`src/rtl/mc_ctrl_fsm_pkg.sv`:
```
// ---------------------------------------------------------------------------
// mc_pkg
// Shared definitions for the multi-cycle MIPS control sequencer:
//   - state_e : sequencer state encoding
//   - OP_* / FN_JR : opcode and funct values recognised in DECODE
//   - PCSRC_* / ALUB_* / ALUOP_* : datapath mux and ALU encodings
//   - ctrl_t : bundle of per-state control outputs
//   - ctrl_for_state() : Moore output table, one entry per state
//   - op_known() : true for every opcode the sequencer implements
// Optional feature macro: MC_ILLEGAL_TRAP_EN (adds the TRAP state behaviour).
// ---------------------------------------------------------------------------
package mc_pkg;

  typedef enum logic [3:0] {
    S_IDLE,
    S_FETCH,
    S_DECODE,
    S_EXEC_R,
    S_RWB,
    S_MEMADDR,
    S_MEMRD,
    S_MEMWB,
    S_MEMWR,
    S_BRANCH,
    S_JUMP,
    S_JAL,
    S_JR,
    S_ERR,
    S_TRAP
  } state_e;

  localparam logic [5:0] OP_RTYPE = 6'b000000;
  localparam logic [5:0] OP_LW    = 6'b100011;
  localparam logic [5:0] OP_SW    = 6'b101011;
  localparam logic [5:0] OP_BEQ   = 6'b000100;
  localparam logic [5:0] OP_J     = 6'b000010;
  localparam logic [5:0] OP_JAL   = 6'b000011;
  localparam logic [5:0] FN_JR    = 6'b001000;

  localparam logic [1:0] PCSRC_ALU    = 2'b00;
  localparam logic [1:0] PCSRC_ALUOUT = 2'b01;
  localparam logic [1:0] PCSRC_JUMP   = 2'b10;
  localparam logic [1:0] PCSRC_RS     = 2'b11;

  localparam logic [1:0] ALUB_REGB    = 2'b00;
  localparam logic [1:0] ALUB_FOUR    = 2'b01;
  localparam logic [1:0] ALUB_IMM     = 2'b10;
  localparam logic [1:0] ALUB_IMM_SH2 = 2'b11;

  localparam logic [1:0] ALUOP_ADD   = 2'b00;
  localparam logic [1:0] ALUOP_SUB   = 2'b01;
  localparam logic [1:0] ALUOP_FUNCT = 2'b10;

  // fetch_stb marks the FETCH strobes (ir_wr, pc_wr) that may only fire in
  // the cycle memory completes; done_on_ready does the same for the
  // instr_done pulse of a store.
  typedef struct packed {
    logic       mem_req;
    logic       mem_we;
    logic       iord;
    logic       fetch_stb;
    logic       pc_wr;
    logic       pc_wr_cond;
    logic [1:0] pc_src;
    logic       alu_src_a;
    logic [1:0] alu_src_b;
    logic [1:0] alu_op;
    logic       ext_op;
    logic       reg_dst;
    logic       reg_wr;
    logic       mem_to_reg;
    logic       link;
    logic       instr_done;
    logic       done_on_ready;
    logic       mem_err;
  } ctrl_t;

  // Moore output table: every control not set for a state stays 0.
  function automatic ctrl_t ctrl_for_state(input state_e s);
    ctrl_t c;
    c = '0;
    case (s)
      S_FETCH: begin
        c.mem_req   = 1'b1;
        c.fetch_stb = 1'b1;
        c.alu_src_b = ALUB_FOUR;
        c.alu_op    = ALUOP_ADD;
      end
      S_DECODE: begin
        c.alu_src_b = ALUB_IMM_SH2;
        c.ext_op    = 1'b1;
        c.alu_op    = ALUOP_ADD;
      end
      S_EXEC_R: begin
        c.alu_src_a = 1'b1;
        c.alu_src_b = ALUB_REGB;
        c.alu_op    = ALUOP_FUNCT;
      end
      S_RWB: begin
        c.reg_dst    = 1'b1;
        c.reg_wr     = 1'b1;
        c.instr_done = 1'b1;
      end
      S_MEMADDR: begin
        c.alu_src_a = 1'b1;
        c.alu_src_b = ALUB_IMM;
        c.ext_op    = 1'b1;
        c.alu_op    = ALUOP_ADD;
      end
      S_MEMRD: begin
        c.mem_req = 1'b1;
        c.iord    = 1'b1;
      end
      S_MEMWB: begin
        c.mem_to_reg = 1'b1;
        c.reg_wr     = 1'b1;
        c.instr_done = 1'b1;
      end
      S_MEMWR: begin
        c.mem_req       = 1'b1;
        c.mem_we        = 1'b1;
        c.iord          = 1'b1;
        c.done_on_ready = 1'b1;
      end
      S_BRANCH: begin
        c.alu_src_a  = 1'b1;
        c.alu_src_b  = ALUB_REGB;
        c.alu_op     = ALUOP_SUB;
        c.pc_wr_cond = 1'b1;
        c.pc_src     = PCSRC_ALUOUT;
        c.instr_done = 1'b1;
      end
      S_JUMP: begin
        c.pc_wr      = 1'b1;
        c.pc_src     = PCSRC_JUMP;
        c.instr_done = 1'b1;
      end
      S_JAL: begin
        c.pc_wr      = 1'b1;
        c.pc_src     = PCSRC_JUMP;
        c.reg_wr     = 1'b1;
        c.link       = 1'b1;
        c.instr_done = 1'b1;
      end
      S_JR: begin
        c.pc_wr      = 1'b1;
        c.pc_src     = PCSRC_RS;
        c.instr_done = 1'b1;
      end
      S_ERR: begin
        c.mem_err = 1'b1;
      end
      default: begin
        c = '0;
      end
    endcase
    return c;
  endfunction

  function automatic logic op_known(input logic [5:0] op);
    return (op == OP_RTYPE) || (op == OP_LW) || (op == OP_SW) ||
           (op == OP_BEQ)   || (op == OP_J)  || (op == OP_JAL);
  endfunction

endpackage

```
`src/rtl/mc_ctrl_fsm_if.sv`:
```
// ---------------------------------------------------------------------------
// mc_ctrl_fsm_if
// Shared-memory request/ready handshake between the control sequencer and
// the memory port.
//   mem_req   : access request (sequencer -> memory)
//   mem_we    : write strobe, meaningful only with mem_req
//   mem_ready : memory completes the access this cycle (memory -> sequencer)
// Modports: master = sequencer side, slave = memory side.
// ---------------------------------------------------------------------------
interface mc_ctrl_fsm_if;

  logic mem_req;
  logic mem_we;
  logic mem_ready;

  modport master (
    output mem_req,
    output mem_we,
    input  mem_ready
  );

  modport slave (
    input  mem_req,
    input  mem_we,
    output mem_ready
  );

endinterface

```
`src/rtl/mc_ctrl_fsm_wait_timer.sv`:
```
// ---------------------------------------------------------------------------
// mc_wait_timer
// Counts memory wait cycles and flags a timeout.
//   clk, rst_n : clock, asynchronous active-low reset
//   i_active   : sequencer is in a memory state (FETCH, MEMRD, MEMWR)
//   i_ready    : memory handshake ready
//   o_timeout  : limit reached while memory is still not ready
// Parameter MEM_TIMEOUT: wait-cycle limit, 0 disables the timeout.
// ---------------------------------------------------------------------------
module mc_wait_timer #(
  parameter int MEM_TIMEOUT = 16
) (
  input  logic clk,
  input  logic rst_n,
  input  logic i_active,
  input  logic i_ready,
  output logic o_timeout
);

  localparam int CW = (MEM_TIMEOUT < 2) ? 1 : $clog2(MEM_TIMEOUT + 1);

  logic [CW-1:0] r_count;

  // A completed access always leaves the memory state, so clearing on
  // ready (or outside memory states) guarantees the count starts at zero
  // on every entry to FETCH, MEMRD and MEMWR, even back-to-back ones.
  // The count saturates so a disabled timeout never wraps.
  always_ff @(posedge clk or negedge rst_n) begin
    if (!rst_n) begin
      r_count <= '0;
    end else if (!i_active || i_ready) begin
      r_count <= '0;
    end else if (r_count != {CW{1'b1}}) begin
      r_count <= r_count + CW'(1);
    end
  end

  // Ready arriving in the limit cycle wins over the timeout.
  assign o_timeout = (MEM_TIMEOUT != 0) && i_active && !i_ready &&
                     (r_count == CW'(MEM_TIMEOUT));

endmodule

```
`src/rtl/mc_ctrl_fsm.sv`:
```
// ---------------------------------------------------------------------------
// mc_ctrl_fsm
// Multi-cycle MIPS control sequencer (R-type incl. jr, lw, sw, beq, j, jal)
// for a datapath sharing one memory port and one ALU.
// Ports:
//   clk, rst_n      : clock, asynchronous active-low reset
//   mem (master)    : mem_req / mem_we / mem_ready handshake
//   i_op, i_funct   : IR[31:26], IR[5:0]
//   o_iord, o_ir_wr, o_pc_wr, o_pc_wr_cond, o_pc_src : PC/IR/address control
//   o_alu_src_a, o_alu_src_b, o_alu_op, o_ext_op     : ALU control
//   o_reg_dst, o_reg_wr, o_mem_to_reg, o_link        : register file control
//   o_instr_done    : pulse in the last state of each instruction
//   o_mem_err       : sticky memory timeout flag
//   o_illegal_op    : sticky illegal-opcode flag
// Parameter MEM_TIMEOUT (default 16, 0 disables).
// Optional macro MC_ILLEGAL_TRAP_EN: unknown opcodes trap instead of
// executing as a NOP.
// ---------------------------------------------------------------------------
module mc_ctrl_fsm
  import mc_pkg::*;
#(
  parameter int MEM_TIMEOUT = 16
) (
  input  logic                 clk,
  input  logic                 rst_n,
  mc_ctrl_fsm_if.master        mem,
  input  logic [5:0]           i_op,
  input  logic [5:0]           i_funct,
  output logic                 o_iord,
  output logic                 o_ir_wr,
  output logic                 o_pc_wr,
  output logic                 o_pc_wr_cond,
  output logic [1:0]           o_pc_src,
  output logic                 o_alu_src_a,
  output logic [1:0]           o_alu_src_b,
  output logic [1:0]           o_alu_op,
  output logic                 o_ext_op,
  output logic                 o_reg_dst,
  output logic                 o_reg_wr,
  output logic                 o_mem_to_reg,
  output logic                 o_link,
  output logic                 o_instr_done,
  output logic                 o_mem_err,
  output logic                 o_illegal_op
);

  state_e r_state;
  state_e w_next_state;
  ctrl_t  r_ctrl;
  logic   w_mem_state;
  logic   w_timeout;
  logic   w_nop_done;

  assign w_mem_state = (r_state == S_FETCH) || (r_state == S_MEMRD) ||
                       (r_state == S_MEMWR);

  mc_wait_timer #(
    .MEM_TIMEOUT(MEM_TIMEOUT)
  ) u_wait_timer (
    .clk      (clk),
    .rst_n    (rst_n),
    .i_active (w_mem_state),
    .i_ready  (mem.mem_ready),
    .o_timeout(w_timeout)
  );

  // Next-state selection. Memory states hold until ready or timeout;
  // DECODE dispatches on the freshly loaded IR; ERR and TRAP are terminal.
  always_comb begin
    w_next_state = r_state;
    case (r_state)
      S_IDLE:    w_next_state = S_FETCH;
      S_FETCH: begin
        if (mem.mem_ready)  w_next_state = S_DECODE;
        else if (w_timeout) w_next_state = S_ERR;
      end
      S_DECODE: begin
        case (i_op)
          OP_RTYPE:     w_next_state = (i_funct == FN_JR) ? S_JR : S_EXEC_R;
          OP_LW, OP_SW: w_next_state = S_MEMADDR;
          OP_BEQ:       w_next_state = S_BRANCH;
          OP_J:         w_next_state = S_JUMP;
          OP_JAL:       w_next_state = S_JAL;
`ifdef MC_ILLEGAL_TRAP_EN
          default:      w_next_state = S_TRAP;
`else
          default:      w_next_state = S_FETCH;
`endif
        endcase
      end
      S_EXEC_R:  w_next_state = S_RWB;
      S_RWB:     w_next_state = S_FETCH;
      S_MEMADDR: w_next_state = (i_op == OP_LW) ? S_MEMRD : S_MEMWR;
      S_MEMRD: begin
        if (mem.mem_ready)  w_next_state = S_MEMWB;
        else if (w_timeout) w_next_state = S_ERR;
      end
      S_MEMWB:   w_next_state = S_FETCH;
      S_MEMWR: begin
        if (mem.mem_ready)  w_next_state = S_FETCH;
        else if (w_timeout) w_next_state = S_ERR;
      end
      S_BRANCH, S_JUMP, S_JAL, S_JR: w_next_state = S_FETCH;
      S_ERR:     w_next_state = S_ERR;
      S_TRAP:    w_next_state = S_TRAP;
      default:   w_next_state = S_IDLE;
    endcase
  end

  // State register with registered Moore outputs: the controls for the
  // state being entered are loaded alongside it, so each output matches
  // the state occupied in the same cycle. Reset clears everything at once,
  // dropping any outstanding request.
  always_ff @(posedge clk or negedge rst_n) begin
    if (!rst_n) begin
      r_state <= S_IDLE;
      r_ctrl  <= '0;
    end else begin
      r_state <= w_next_state;
      r_ctrl  <= ctrl_for_state(w_next_state);
    end
  end

  // The only input-qualified outputs: strobes that by definition fire in
  // the cycle memory completes, plus the NOP completion in DECODE, which
  // depends on an opcode that is only valid from DECODE onward.
`ifdef MC_ILLEGAL_TRAP_EN
  assign w_nop_done   = 1'b0;
  assign o_illegal_op = (r_state == S_TRAP);
`else
  assign w_nop_done   = (r_state == S_DECODE) && !op_known(i_op);
  assign o_illegal_op = 1'b0;
`endif

  assign mem.mem_req  = r_ctrl.mem_req;
  assign mem.mem_we   = r_ctrl.mem_we;
  assign o_iord       = r_ctrl.iord;
  assign o_ir_wr      = r_ctrl.fetch_stb & mem.mem_ready;
  assign o_pc_wr      = r_ctrl.pc_wr | (r_ctrl.fetch_stb & mem.mem_ready);
  assign o_pc_wr_cond = r_ctrl.pc_wr_cond;
  assign o_pc_src     = r_ctrl.pc_src;
  assign o_alu_src_a  = r_ctrl.alu_src_a;
  assign o_alu_src_b  = r_ctrl.alu_src_b;
  assign o_alu_op     = r_ctrl.alu_op;
  assign o_ext_op     = r_ctrl.ext_op;
  assign o_reg_dst    = r_ctrl.reg_dst;
  assign o_reg_wr     = r_ctrl.reg_wr;
  assign o_mem_to_reg = r_ctrl.mem_to_reg;
  assign o_link       = r_ctrl.link;
  assign o_instr_done = r_ctrl.instr_done |
                        (r_ctrl.done_on_ready & mem.mem_ready) | w_nop_done;
  assign o_mem_err    = r_ctrl.mem_err;

endmodule

```
`src/flat_wrapper.sv`:
```
// flat-port wrapper written by rule: the top's interface ports become plain ports
module mc_ctrl_fsm_flat import mc_pkg::*;
#(
  parameter int MEM_TIMEOUT = 16
)
  (clk, rst_n, i_op, i_funct, o_iord, o_ir_wr, o_pc_wr, o_pc_wr_cond, o_pc_src, o_alu_src_a, o_alu_src_b, o_alu_op, o_ext_op, o_reg_dst, o_reg_wr, o_mem_to_reg, o_link, o_instr_done, o_mem_err, o_illegal_op, mem_mem_req, mem_mem_we, mem_mem_ready);
  mc_ctrl_fsm_if mem_i ();
  input  logic clk;
  input  logic rst_n;
  input  logic [5:0] i_op;
  input  logic [5:0] i_funct;
  output logic o_iord;
  output logic o_ir_wr;
  output logic o_pc_wr;
  output logic o_pc_wr_cond;
  output logic [1:0] o_pc_src;
  output logic o_alu_src_a;
  output logic [1:0] o_alu_src_b;
  output logic [1:0] o_alu_op;
  output logic o_ext_op;
  output logic o_reg_dst;
  output logic o_reg_wr;
  output logic o_mem_to_reg;
  output logic o_link;
  output logic o_instr_done;
  output logic o_mem_err;
  output logic o_illegal_op;
  output wire logic [$bits(mem_i.mem_req)-1:0] mem_mem_req;
  output wire logic [$bits(mem_i.mem_we)-1:0] mem_mem_we;
  input wire logic [$bits(mem_i.mem_ready)-1:0] mem_mem_ready;
  assign mem_mem_req = mem_i.mem_req;
  assign mem_mem_we = mem_i.mem_we;
  assign mem_i.mem_ready = mem_mem_ready;
  mc_ctrl_fsm #(.MEM_TIMEOUT(MEM_TIMEOUT)) u_core (.clk(clk), .rst_n(rst_n), .mem(mem_i), .i_op(i_op), .i_funct(i_funct), .o_iord(o_iord), .o_ir_wr(o_ir_wr), .o_pc_wr(o_pc_wr), .o_pc_wr_cond(o_pc_wr_cond), .o_pc_src(o_pc_src), .o_alu_src_a(o_alu_src_a), .o_alu_src_b(o_alu_src_b), .o_alu_op(o_alu_op), .o_ext_op(o_ext_op), .o_reg_dst(o_reg_dst), .o_reg_wr(o_reg_wr), .o_mem_to_reg(o_mem_to_reg), .o_link(o_link), .o_instr_done(o_instr_done), .o_mem_err(o_mem_err), .o_illegal_op(o_illegal_op));
endmodule
```
`config.mk`:
```
export PLATFORM = sky130hd
export DESIGN_NAME = mc_ctrl_fsm_flat
export DESIGN_NICKNAME = d
export VERILOG_FILES = /design/src/rtl/mc_ctrl_fsm_pkg.sv /design/src/rtl/mc_ctrl_fsm_if.sv /design/src/rtl/mc_ctrl_fsm_wait_timer.sv /design/src/rtl/mc_ctrl_fsm.sv /design/src/flat_wrapper.sv
export SDC_FILE = /design/constraint.sdc
export NUM_CORES = 1
export LEC_CHECK = 0
export BUFFER_PORTS_ARGS = -buffer_cell sky130_fd_sc_hd__clkbuf_2
export CAP_MARGIN = 10
export CELL_PAD_IN_SITES_DETAIL_PLACEMENT = 0
export CELL_PAD_IN_SITES_GLOBAL_PLACEMENT = 1
export CORE_MARGIN = 5
export CORE_UTILIZATION = 38
export CTS_BUF_LIST = sky130_fd_sc_hd__clkbuf_4 sky130_fd_sc_hd__clkbuf_8
export DETAILED_ROUTE_END_ITERATION = 16
export PLACE_DENSITY = 0.89
export SLEW_MARGIN = 30
export SYNTH_ARGS = -nofsm -noshare
export SYNTH_HDL_FRONTEND = slang
export SYNTH_SLANG_ARGS = --single-unit
```
`constraint.sdc`:
```
create_clock -name clk -period 2.01 [get_ports clk]
set_input_delay 0.1005 -clock clk [delete_from_list [all_inputs] [get_ports clk]]
set_output_delay 0.1005 -clock clk [all_outputs]
set_load 0.02 [all_outputs]
```
# --- Word level (Yosys, flattened, before mapping) ---
# Cells that the tools add are included.
# W data, S select, Z words.
word_totals:
  ff_bits: 29
  inputBits: 15
  out_inout_bits: 21
  elab_cells: 113
classes:
  add_sub_neg: 1
  eq_ne: 35
  n_mux: 26
  bitwise: 5
  n_reduce_logical: 27
ops:
  columns: ["cell", "count"]
  rows:
  - ["$eq A4 B4 Y1 const B", 13]
  - ["$pmux W4 S5", 2]
  - ["$pmux W4 S9", 1]
  - ["$eq A4 B3 Y1 const B", 8]
  - ["$mux W4", 6]
  - ["$eq A4 B2 Y1 const B", 4]
  - ["$mux W1", 14]
  - ["$eq A6 B2 Y1 const B", 2]
  - ["$eq A6 B6 Y1 const B", 2]
  - ["$reduce_or A3 Y1", 4]
  - ["$mux W5", 2]
  - ["$eq A4 B1 Y1 const B", 2]
  - ["$logic_or A1 B1 Y1", 8]
  - ["$reduce_or A2 Y1", 4]
  - ["$reduce_or A7 Y1", 1]
  - ["$eq A6 B3 Y1 const B", 1]
  - ["$eq A6 B4 Y1 const B", 1]
  - ["$logic_not A6 Y1", 1]
  - ["$pmux W2 S3", 1]
  - ["$reduce_or A6 Y1", 1]
  - ["$add A5 B1 Y5 const B", 1]
  - ["$eq A5 B5 Y1 const B", 1]
  - ["$ne A5 B5 Y1 const B", 1]
  - ["$logic_not A4 Y1", 1]
  - ["5 further kinds", 12]

# --- Longest topological paths before layout ---
depth:
  word_depth: 11
  ltp_mapped: 9
  depth_no_buf: 8

# --- By module ---
# A second synthesis with hierarchy kept.
hier_totals:
  hier_cells: 175
  hier_area_um2: 1610.3
modules_own_cells:
  columns: ["module", "instances", "cells_each", "area_per_inst_um2", "seq_area_each_um2"]
  rows:
  - ["mc_ctrl_fsm", 1, 149, 1337.5, 600.6]
  - ["mc_wait_timer", 1, 26, 272.8, 125.1]

# --- Worst setup path after synthesis ---
# OpenSTA, ideal clock, no wires.
synth_timing:
  path_type: "flip-flop to flip-flop"
  from: "register u_core.u_wait_timer.r_count[0]"
  to: "register u_core.r_ctrl (netlist bit u_core.o_iord)"
  setup_ns: 0.078
  arrival_time_ns: 2.063
  required_time_ns: 1.932
  setup_slack_ns: -0.131
  path_stages_with_launch: 10
  n_path_buf: 1
  period_less_slack_ns: 2.141
  path_cell_list: "dfrtp_1 inv_1 ha_1 or4bb_1 o21ai_0 and4_1 buf_2 inv_1 or3_1 a21oi_1"
synth_between:
  elab_chain_len: 8
  word_cells_on_any_way: 11
  classes_between: "3 x eq/ne; 6 x mux; 2 x reduce/logical"
synth_lines:
  columns: ["item", "line_no", "source"]
  rows:
  - ["start, declared", "mc_ctrl_fsm_wait_timer.sv:22", "logic [CW-1:0] r_count;"]
  - ["start signal, assigned", "mc_ctrl_fsm_wait_timer.sv:34", "r_count <= r_count + CW'(1);"]
  - ["$eq A5 B5 Y1 (*)", "mc_ctrl_fsm_wait_timer.sv:40", "(r_count == CW'(MEM_TIMEOUT));"]
  - ["$logic_and A1 B1 Y1 (*)", "mc_ctrl_fsm_wait_timer.sv:39", "assign o_timeout = (MEM_TIMEOUT != 0) && i_active && !i_ready &&"]
  - ["$mux W4 (*)", "mc_ctrl_fsm.sv:75, mc_ctrl_fsm.sv:96, mc_ctrl_fsm.sv:101", null]
  - ["$mux W4, on equally long branches", "mc_ctrl_fsm.sv:100, mc_ctrl_fsm.sv:74, mc_ctrl_fsm.sv:95", null]
  - ["$pmux W4 S9 (*)", "mc_ctrl_fsm.sv:71", "case (r_state)"]
  - ["via u_core.w_next_state[1]", "mc_ctrl_fsm.sv:48", "state_e w_next_state;"]
  - ["$eq A4 B3 Y1 or $eq A4 B4 Y1 (tied branches)", "mc_ctrl_fsm_pkg.sv:82", "case (s)"]
  - ["$reduce_or A2 Y1 (no line) (*)", null, null]
  - ["$mux W1 (*)", "mc_ctrl_fsm_pkg.sv:82", null]
  - ["end signal, assigned", "mc_ctrl_fsm.sv:120", "r_ctrl <= ctrl_for_state(w_next_state);"]
  - ["end, declared", "mc_ctrl_fsm.sv:49", "ctrl_t r_ctrl;"]
# The timed path passes the listed nets; every way through them passes the cells marked *.
# A chain may end at the register's enable or synchronous reset.

# --- Final worst setup path ---
layout_timing:
  from: "register u_core.u_wait_timer.r_count[1]"
  to: "register u_core.r_ctrl (netlist bit u_core.o_iord)"
# Same word-level chain as after synthesis.

==> results.cfg <==
[critical_path]
path_buf_inv = 2
worstSetupEndpoint = u_core.o_iord$_DFF_PN0_
crit_required_ns = 2.21
cp_slowest_stage_delay_ns = 0.49
r2r_cells = 8
cpLargestDelayFamily = simple AND/OR/NAND/NOR gates
critical_register_to_register_path_endpoint = u_core.o_iord$_DFF_PN0_
rrSetupSlack_ns = -0.12
worst-endpoint-arrival_ns = 2.33
crit_path_cell_trace = inv_1 -> ha_2 -> or4bb_4 -> o21ai_2 -> and4_4 -> inv_4 -> or3_4 -> a21oi_2
crit_path_start = u_core.u_wait_timer.r_count[1]$_DFFE_PN0P_
critPathLaunchType = flip-flop
critPathMaxFanout = 4
worstSetupEndpointType = flip-flop
cpMaxStageDelayCell = sky130_fd_sc_hd__or4bb_4
path_class = flip-flop to flip-flop
worstReg2RegStart = u_core.u_wait_timer.r_count[1]$_DFFE_PN0P_
path_depth = 8

[sta]
report.final.setup_viol = 5
hold-worst-slack_ns = 0.3697
worst_slew_pin_slew_ns = 0.7068
final_period_minus_worst_setup_slack_ns = 2.126
post-route-worst-setup-slack_ns = -0.1163
unrepaired_setup_endpoints_after_global_routing = yes
timing.final.hold_violations = 0
fin_worst_skew_ns = 0.003907
min_period_over_period_pct = 105.8
fmax_mhz = 470.3
slew-limit-headroom_pct = 52.88
report.final.slew_viol_count = 0

[synth]
post_synth_and_or_nand_nor_area_fraction_pct = 23.42
largest_cells_by_area_after_synthesis = sky130_fd_sc_hd__dfrtp_1, sky130_fd_sc_hd__nor2_1, sky130_fd_sc_hd__o21ai_0
synth-seq-cells = 29
post_synth_mux_area_share_pct = 1.868
yosys.area_share.adder_pct = 2.335
post-synth-top-count-cell = sky130_fd_sc_hd__dfrtp_1
mappedNetlistNets = 185
synth-main-ff-cell = sky130_fd_sc_hd__dfrtp_1
syn_inst = 167
synthTopCellsByCount = sky130_fd_sc_hd__dfrtp_1, sky130_fd_sc_hd__nor2_1, sky130_fd_sc_hd__o21ai_0
ys_types = 52
synth-compound-area-share_pct = 16.26
async_set_reset_flop_share_out_of_synthesis_pct = 100.0
ys_seq_area_share_pct = 45.14
number_of_enable_type_register_cells_in_the_synthesized_netlist = 0
synth_xor_area_share_pct = 3.813
syn-cell-area_um2 = 1608
library_cell_occupying_the_most_area_in_the_post_synthesis_netlist = sky130_fd_sc_hd__dfrtp_1
synth_top_family_by_area = simple AND/OR/NAND/NOR gates
syn-mean-instance-area_um2 = 9.627
synth-warning-count = 0
synth_largest_type_area_fraction_pct = 45.14

[layout]
top_register = u_core.u_wait_timer.r_count
final_layout_size_suffix_gt1_share_pct = 52.97
stdcell_area_um2 = 2402
biggestRegsByFlops = u_core.u_wait_timer.r_count: 5 flops, u_core.r_state: 4 flops, u_core.r_ctrl: 3 flops
synthToLayoutAreaGrowth_pct = 49.42
post_layout_nonfiller_instances = 286
num-fill-cells = 336
final_net_count = 253
antenna_cells_inserted = 0
largest_register_ff_count = 5

[routing]
drt_wl_total_um = 4190
routed-via-count = 1436
met2_length_um = 2139
dr.first_iter.drc_count = 34
top_layer_used = met4
route.detailed.vias_per_inst = 5.021
route.detailed.drc = 0
routedWlPerCell_um = 14.65
met1_length_um = 1782
drtPass1Iterations = 4
wl_met3_um = 190
ant_nets = 0

[placed_design]
preCtsSetupSlack_ns = -0.1787
place.detailed.hpwl_um = 2791
gpl.final_weighted_congestion = 0.8853
numPortBuffers = 34
numPlacedInstances = 262
postPlaceCellArea_um2 = 1971

[die]
ios = 36
num_rows = 23
core_area_um2 = 4058
die_y_um = 75.05
die_boundary_width_um = 75.05
initial_standard_cell_utilization_of_the_core_pct = 39.62
dieArea_um2 = 5632

[power]
p_switching_mw = 1.338
power.combinational.fraction_pct = 56.5
leakage_nw = 1.158
fin_total_pwr_mw = 3.440
internal_power_mw = 2.102
ir_worst_vdd_uv = 719.6
power.share.clock_pct = 18.2
seqPwrFrac_pct = 25.3
power_density_over_cell_area_nw_per_um2 = 1432
swShare_pct = 38.90

[clock_tree]
cts_inserted_buffers = 5
clock_tree.root_cell = sky130_fd_sc_hd__clkbuf_8
worst_skew_pair.late_latency_ns = 0.28
cts-root-to-sink-buffers = 2
htreeDepth = 2
cts.sink_count = 29
clkTransAtPathRegs_ns = 0.06
cts_tree = done

[global_route]
grt_pass1_vias = 1427
grt_use_total_pct = 15.11
wire_length_of_the_first_global_routing_pass_um = 6368
largest_net_degree_at_the_start_of_global_routing = 30
grt_antenna_before_repair = 0
grt_overflow_total = 0

[outcome]
run_status = complete, but fails checks
violations_in_the_final_reports = setup timing

[worst_hold_path]
hold_path.class = primary input to flip-flop

[run]
max_cap_violations = 0
worst min-delay path by stage:
| stage | from | to | cells after the start |
|---|---|---|---|
| 3_5_place_dp | rst_n | u_core.o_reg_dst$_DFF_PN0_ | 1 |
| 4_1_cts | mem_mem_ready | u_core.o_alu_src_b[1]$_DFF_PN0_ | 4 |
| 6_report | mem_mem_ready | u_core.o_alu_src_b[0]$_DFF_PN0_ | 4 |
| 2_1_floorplan | rst_n | u_core.mem.mem_req$_DFF_PN0_ | 0 |
| 3_3_place_gp | rst_n | u_core.o_reg_dst$_DFF_PN0_ | 1 |
| 5_1_grt | mem_mem_ready | u_core.o_alu_src_b[0]$_DFF_PN0_ | 4 |
metal layers:
layer / track usage, % / up-vias
met1: 19.06 / 680
met3: 3.471 / 6
met2: 24.76 / 28
met4: 6.522 / 0
li1: - / 722
met5: 0 / -
power groups by stage:
stage,Sequential [mW],Clock (mW),Combinational [mW]
after floorplan,0.886,0,0.891
after global placement,0.861,0,1.39
after detailed placement,0.864,0,1.39
after CTS,0.867,0.635,1.62
after global routing,0.885,0.662,2.09
final,0.870,0.625,1.94
through the flow:
step           util (%)  setup TNS (ns)
2_1_floorplan         -         -0.1740
3_3_place_gp      48.57         -0.5684
3_5_place_dp      48.57          -1.173
4_1_cts           55.26         -0.1604
5_1_grt           59.20          -1.790
6_report          59.20         -0.3043
cell type report:
type                    instances  area, um^2  area share [%]
multi-input cells             117       940.9           39.17
flip-flops and latches         29       729.5           30.36
repair buffers                 75       520.5           21.67
clock buffers                   7       90.09           3.750
well taps                      50       62.56           2.604
clock inverters                 1       30.03           1.250
inverters                       7       28.78           1.198
worst register-to-register path: cells and delay by family, from the launching register on:
kind	cells	cell delay (ns)
and+or+nand+nor	3	1.11
DFF	1	0.38
AOI/OAI and AO/OA	2	0.28
adders and majority gates	1	0.16
buffers and inverters	2	0.12
cells in the final DEF (no fill, tap or decap), types with 4 or more instances in the layout:
cell	Yosys	final
sky130_fd_sc_hd__buf_4	7	37
sky130_fd_sc_hd__clkbuf_2	0	34
sky130_fd_sc_hd__dfrtp_1	29	26
sky130_fd_sc_hd__nor2_1	19	14
sky130_fd_sc_hd__nand2_1	11	11
sky130_fd_sc_hd__o21ai_2	0	6
sky130_fd_sc_hd__clkbuf_8	0	6
sky130_fd_sc_hd__nor2_2	0	5
sky130_fd_sc_hd__inv_1	6	4
sky130_fd_sc_hd__o21ai_0	12	4
sky130_fd_sc_hd__a21oi_1	6	4
logic make-up (layout without fill, tap and decap cells):
logic type	after synthesis	after routing
DFF	29	29
xor gates and xnor gates	7	7
and+or+nand+nor	68	68
muxes	3	3
AOI/OAI and AO/OA	35	35
other	1	1
adders and majority gates	3	3
buffers and inverters	21	90
timing repair:
| item | CTS | global route |
|---|---|---|
| cloned | 1 | 0 |
| pin swaps | 6 | 6 |
| endpoints found under the setup margin | 17 | 19 |
| buffers inserted | 6 | 8 |
| endpoints found under the hold margin | 29 | 0 |
| resized for setup | 22 | 27 |
| hold buffers | 1 | 0 |
(Power assumes the default switching activity.)
